===== src/rtl/regfile_mp_if.sv =====
// regfile_mp_if: read, write, reservation and scoreboard bundle of regfile_mp.
// master = decode/writeback side, slave = register file.
interface regfile_mp_if #(
    parameter int XLEN  = 32,
    parameter int NREGS = 32,
    parameter int NRD   = 2
);
    localparam int AW = $clog2(NREGS);

    logic [NRD*AW-1:0]   rd_addr;
    logic [NRD*XLEN-1:0] rd_data;
    logic [NRD-1:0]      rd_busy;
    logic                wa_en;
    logic [AW-1:0]       wa_addr;
    logic [XLEN-1:0]     wa_data;
    logic                wb_en;
    logic [AW-1:0]       wb_addr;
    logic [XLEN-1:0]     wb_data;
    logic                rsv_en;
    logic [AW-1:0]       rsv_addr;
    logic [NREGS-1:0]    busy;

    modport master (
        output rd_addr,
        output wa_en, wa_addr, wa_data,
        output wb_en, wb_addr, wb_data,
        output rsv_en, rsv_addr,
        input  rd_data, rd_busy, busy
    );

    modport slave (
        input  rd_addr,
        input  wa_en, wa_addr, wa_data,
        input  wb_en, wb_addr, wb_data,
        input  rsv_en, rsv_addr,
        output rd_data, rd_busy, busy
    );
endinterface


===== src/rtl/regfile_mp.sv =====
// regfile_mp: multi-port integer register file with a per-register busy scoreboard.
// Define REGFILE_BYPASS_EN for same-cycle write-to-read bypass.
module regfile_mp #(
    parameter int XLEN  = 32,
    parameter int NREGS = 32,
    parameter int NRD   = 2
) (
    input logic         clk,
    input logic         reset,
    regfile_mp_if.slave rf
);
    localparam int AW = $clog2(NREGS);

    logic [XLEN-1:0]  regs_q [1:NREGS-1];
    logic [XLEN-1:0]  regs_d [1:NREGS-1];
    logic [NREGS-1:1] busy_q;
    logic [NREGS-1:1] busy_d;

    logic wa_hit;
    logic wb_hit;
    logic rsv_hit;

    assign wa_hit  = rf.wa_en  && (rf.wa_addr  != '0);
    assign wb_hit  = rf.wb_en  && (rf.wb_addr  != '0);
    assign rsv_hit = rf.rsv_en && (rf.rsv_addr != '0);

    // Port B applied after A so the load wins; reservation last so it wins over a clear.
    always_comb begin
        regs_d = regs_q;
        busy_d = busy_q;
        if (wa_hit) begin
            regs_d[rf.wa_addr] = rf.wa_data;
            busy_d[rf.wa_addr] = 1'b0;
        end
        if (wb_hit) begin
            regs_d[rf.wb_addr] = rf.wb_data;
            busy_d[rf.wb_addr] = 1'b0;
        end
        if (rsv_hit) begin
            busy_d[rf.rsv_addr] = 1'b1;
        end
    end

    always_ff @(posedge clk or posedge reset) begin
        if (reset) begin
            for (int i = 1; i < NREGS; i++) begin
                regs_q[i] <= '0;
            end
            busy_q <= '0;
        end else begin
            regs_q <= regs_d;
            busy_q <= busy_d;
        end
    end

    assign rf.busy = {busy_q, 1'b0};

    genvar k;
    generate
        for (k = 0; k < NRD; k++) begin : g_rd
            logic [AW-1:0]   ra;
            logic [XLEN-1:0] data;
            logic            bsy;

            assign ra = rf.rd_addr[k*AW +: AW];

            always_comb begin
                data = '0;
                bsy  = 1'b0;
                if (ra != '0) begin
                    data = regs_q[ra];
                    bsy  = busy_q[ra];
`ifdef REGFILE_BYPASS_EN
                    if (!reset && wa_hit && (rf.wa_addr == ra)) begin
                        data = rf.wa_data;
                        bsy  = rsv_hit && (rf.rsv_addr == ra);
                    end
                    if (!reset && wb_hit && (rf.wb_addr == ra)) begin
                        data = rf.wb_data;
                        bsy  = rsv_hit && (rf.rsv_addr == ra);
                    end
`endif
                end
            end

            assign rf.rd_data[k*XLEN +: XLEN] = data;
            assign rf.rd_busy[k]              = bsy;
        end
    endgenerate
endmodule


===== src/flat_wrapper.sv =====
// flat-port wrapper written by rule: the top's interface ports become plain ports
module regfile_mp_flat 
#(
    parameter int XLEN  = 32,
    parameter int NREGS = 32,
    parameter int NRD   = 2
)
  (clk, reset, rf_rd_addr, rf_wa_en, rf_wa_addr, rf_wa_data, rf_wb_en, rf_wb_addr, rf_wb_data, rf_rsv_en, rf_rsv_addr, rf_rd_data, rf_rd_busy, rf_busy);
  regfile_mp_if #(.XLEN(XLEN), .NREGS(NREGS), .NRD(NRD)) rf_i ();
  input logic clk;
  input logic reset;
  input wire logic [$bits(rf_i.rd_addr)-1:0] rf_rd_addr;
  input wire logic [$bits(rf_i.wa_en)-1:0] rf_wa_en;
  input wire logic [$bits(rf_i.wa_addr)-1:0] rf_wa_addr;
  input wire logic [$bits(rf_i.wa_data)-1:0] rf_wa_data;
  input wire logic [$bits(rf_i.wb_en)-1:0] rf_wb_en;
  input wire logic [$bits(rf_i.wb_addr)-1:0] rf_wb_addr;
  input wire logic [$bits(rf_i.wb_data)-1:0] rf_wb_data;
  input wire logic [$bits(rf_i.rsv_en)-1:0] rf_rsv_en;
  input wire logic [$bits(rf_i.rsv_addr)-1:0] rf_rsv_addr;
  output wire logic [$bits(rf_i.rd_data)-1:0] rf_rd_data;
  output wire logic [$bits(rf_i.rd_busy)-1:0] rf_rd_busy;
  output wire logic [$bits(rf_i.busy)-1:0] rf_busy;
  assign rf_i.rd_addr = rf_rd_addr;
  assign rf_i.wa_en = rf_wa_en;
  assign rf_i.wa_addr = rf_wa_addr;
  assign rf_i.wa_data = rf_wa_data;
  assign rf_i.wb_en = rf_wb_en;
  assign rf_i.wb_addr = rf_wb_addr;
  assign rf_i.wb_data = rf_wb_data;
  assign rf_i.rsv_en = rf_rsv_en;
  assign rf_i.rsv_addr = rf_rsv_addr;
  assign rf_rd_data = rf_i.rd_data;
  assign rf_rd_busy = rf_i.rd_busy;
  assign rf_busy = rf_i.busy;
  regfile_mp #(.XLEN(XLEN), .NREGS(NREGS), .NRD(NRD)) u_core (.clk(clk), .reset(reset), .rf(rf_i));
endmodule

===== config.mk =====
export PLATFORM = sky130hd
export DESIGN_NAME = regfile_mp_flat
export DESIGN_NICKNAME = d
export VERILOG_FILES = /design/src/rtl/regfile_mp_if.sv /design/src/rtl/regfile_mp.sv /design/src/flat_wrapper.sv
export SDC_FILE = /design/constraint.sdc
export NUM_CORES = 2
export LEC_CHECK = 0
export ABC_AREA = 0
export CAP_MARGIN = 20
export CORE_AREA = 2 2 391 393
export CTS_BUF_LIST = sky130_fd_sc_hd__clkbuf_8
export DETAILED_ROUTE_END_ITERATION = 7
export DIE_AREA = 0 0 393 395
export DONT_BUFFER_PORTS = 1
export GPL_TIMING_DRIVEN = 0
export PLACE_DENSITY = 0.63
export SLEW_MARGIN = 20
export SYNTH_ARGS = -nofsm -noshare
export SYNTH_HDL_FRONTEND = slang
export SYNTH_SLANG_ARGS = --single-unit

===== constraint.sdc =====
create_clock -name clk -period 56.8 [get_ports clk]
set_clock_uncertainty 0.2 [all_clocks]
set_input_delay 17.04 -clock clk [delete_from_list [all_inputs] [get_ports clk]]
set_output_delay 17.04 -clock clk [all_outputs]
set_load 0.02 [all_outputs]

==> metrics.md <==
| Metric | Value |
|---|---|
| Outcome | `complete, but fails checks` |
| Failing checks | `DRC` |
| GP Congestion | `1.117` |
| Final Cycle Share | `68.07%` |
| Internal power | `roughly 1.6 mW` |
| Synth area leader | `dfrtp_1` |
| Buf+Inv Stages, Crit Path | `6` |
| Main synth FF type | `dfrtp_1` |
| First-pass GRT wire length | `~480 mm` |
| Largest net degree at the start of global routing | `102` |
| Mapped Cells | `6353` |
| GRT Total Usage | `44.66%` |
| Max stage delay cell, worst path | `o21ai_0` |
| Mapped Area | `64510 µm²` |
| Max-cap viol count | `0` |
| CP Class | `in2out` |
| Skew-Pair Late Insertion Delay | `about 1.0 ns` |
| CTS H-tree depth | `4` |
| Post-route cell area | `71630 µm²` |
| Num ports | `192` |
| Iter 0 DRT Violations | `11110` |
| Hold_buf cts | `0` |
| Site Rows | `between 100 and 150` |
| Syn avg cell area | `10.15 µm²` |
| Finish-stage setup viols | `0` |
| Via count | `slightly above 60000` |
| CP required | `39.56 ns` |
| Post-CTS Resized | `0` |
| Share of the synthesized area in the top cell type | `39.68%` |
| Slew Viols, Final | `0` |
| Cell mode on critical path | `buf_4` |
| Total power | `2.611 mW` |
| Library cells used by synthesis | `62` |
| Die area | `155200 µm²` |
| Initial antenna violation count | `38` |
| Vias in the first global route | `57820` |
| Number of synthesized flops with an enable pin | `0` |
| Placed inst area | `67580 µm²` |
| Final WL | `351.8 mm` |
| Number of buffers added on ports | `0` |
| Via/cell ratio | `around 7.0` |
| Setup crit start kind | `primary input` |
| NetSw | `roughly 0.96 mW` |
| Layout cells sized above 1 | `16.81%` |
| TritonCTS clock tree | `done` |
| RSZ-0062 raised after global routing | `false` |
| Crit path max fanout | `10` |
| Syn_nets | `6447` |
| Die height | `395 µm` |
| Seq/Total Area, Yosys | `39.68%` |
| Max Fclk | `25.87 MHz` |
| CTS Root Buffer Type | `clkbuf_8` |
| DR WL/cell | `40.11 µm` |
| HPWL Detailed | `~260 mm` |
| Clock share of power | `29.6%` |
| Die X-Extent | `about 400 µm` |
| CTS clk-pin slew, worst paths | `approximately 0.060 ns` |
| Switch share | `36.88%` |
| Area Overhead vs Synth | `11.04%` |
| Routed Antenna Nets | `0` |
| YS warnings | `0` |
| Total CTS buffers | `186` |
| Sequential share of power | `42.6%` |
| Slew of the pin with the lowest slew margin | `1.359 ns` |
| Crit-path max cell delay | `1.06 ns` |
| Drt first pass iters | `8` |
| Util after Layout | `47.38%` |
| Async SR Flop Fraction | `100.0%` |
| Worst path cell trace | `buf_4 -> buf_6 -> buf_4 -> buf_2 -> clkbuf_2 -> buf_16 -> a22oi_1 -> o21ai_0 -> nand2_1 -> o211ai_1` |
| Worst hold path type | `reg2reg` |
| Peak supply drop | `0.00002999 V` |
| Final min period | `38.66 ns` |
| Top delay family on crit path | `buffers and inverters` |
| Yosys reg bits | `1023` |
| Crit. End Element | `primary output` |
| Leakage | `31.24 nW` |
| Slew HR | `a little under a tenth` |
| Cell Pwr Density | `36.45 nW/µm²` |
| Initial core utilization | `42.67%` |
| Total grt overflow | `0` |
| Clk buf depth | `3` |
| Comb pwr share | `between 20% and 30%` |
| CP arrival | `21.42 ns` |
| Final Hold Viols | `0` |
| CTS Sinks | `between 1000 and 1500` |
| Final nets | `6655` |
| Core area | `approximately 150000 µm²` |
| # Post-CTS Setup Buffers | `0` |
| Synth area leaders | `dfrtp_1, mux2i_1, mux4_2, a21oi_1, nand2_1` |
| Remaining DRCs | `31` |
==> cells in the mapped netlist (5+ instances only) <==
cell,number
a21oi_1,659
a221oi_1,33
a22o_1,18
a22oi_1,33
a2bb2oi_1,14
a32o_1,9
a32oi_1,20
and3_1,7
buf_1,37
buf_2,166
buf_4,66
buf_6,17
clkbuf_1,445
dfrtp_1,1023
inv_1,5
mux2_2,81
mux2i_1,1079
mux4_2,425
nand2_1,788
nand2b_1,8
nand3_1,38
nand3b_1,8
nor2_1,594
nor2_2,11
nor2b_1,47
nor3_1,35
o211ai_1,47
o21ai_0,542
o21ai_1,15
o221ai_1,16
==> layout by cell type, fill, tap and decap left out, drive strengths merged, types with 8 or more instances in the layout <==
cell type  Yosys  routed
mux2          81      81
a221oi        33      33
nand3b         8       8
mux2i       1079    1079
inv            5      71
nand3         38      38
diode          0      31
nor2b         47      47
nor3          36      36
a32o           9       9
dfrtp       1023    1023
buf          289     306
a22oi         33      33
clkbuf       445     690
mux4         425     425
clkinv         2      26
o211ai        47      47
nand2        792     792
a2bb2oi       14      14
a22o          18      18
nor2         608     608
o221ai        16      16
o21ai        557     557
a21oi        659     659
nand2b         8       8
a32oi         20      20
==> layer usage <==
metal  routed length, µm  up-vias  GRT usage, %
met5                 370        -         1.505
met4               36930       32         37.03
met3               57820     1591         24.09
met2              136600     5686         58.57
met1              120000    30220         52.86
li1                    -    23470             -
==> through the flow <==
step	setup slack (ns)	hold WS [ns]	std cells	TNS (ns)
4_1_cts	19.00	0.3887	8737	0
3_3_place_gp	-3.248	0.3630	8383	-3084.72
2_1_floorplan	10.77	0.3228	6353	0
5_1_grt	18.43	0.4108	8743	0
3_5_place_dp	19.00	0.3735	8401	0
6_report	18.14	0.3897	8770	0
==> sequential cells by signal, summed over array words and instances, names as in the netlist <==
register and flops:
u_core.regs_q 992, u_core.busy_q 31
==> cell type report <==
cell class	count	area, µm²
inverters	7	33.78
flip-flops and latches	1023	25600
repair buffers	20	496.7
fillers	14260	79560
diodes	31	77.57
well taps	2030	2540
clock inverters	94	595.6
plain buffers	734	3416
clock buffers	242	3331
multi-input cells	4589	35540
==> power by group through the flow <==
stage	Sequential, mW	Clock, mW	Combinational, mW
after global placement	1.10	0	0.671
after CTS	1.10	0.761	0.692
after detailed placement	1.11	0	0.691
after floorplan	1.04	0	0.494
after global routing	1.12	0.797	0.754
final	1.11	0.772	0.727
==> path summary, 6_finish.rpt <==
kind                                     from                 end  cells past startpoint  slack (ns)
setup / recovery                rf_rd_addr[0]      rf_rd_data[28]                     10       18.14
hold / removal             u_core.regs_q[825]  u_core.regs_q[825]                      2        0.39
setup reg to reg             u_core.busy_q[2]    u_core.busy_q[2]                      1       55.50
hold reg to reg            u_core.regs_q[825]  u_core.regs_q[825]                      2        0.39
max in group asynchronous               reset  u_core.regs_q[810]                      6       38.12
min in group asynchronous               reset  u_core.regs_q[187]                      1       15.65
==> cells by family after synthesis <==
family	count (synthesis)	synth area share, %
compound gates	1431	12.18
buf+inv	741	5.268
flops	1023	39.68
mux	1585	32.99
other cells	1	0.005813
simple gates	1572	9.863
(Power assumes the default switching activity.)
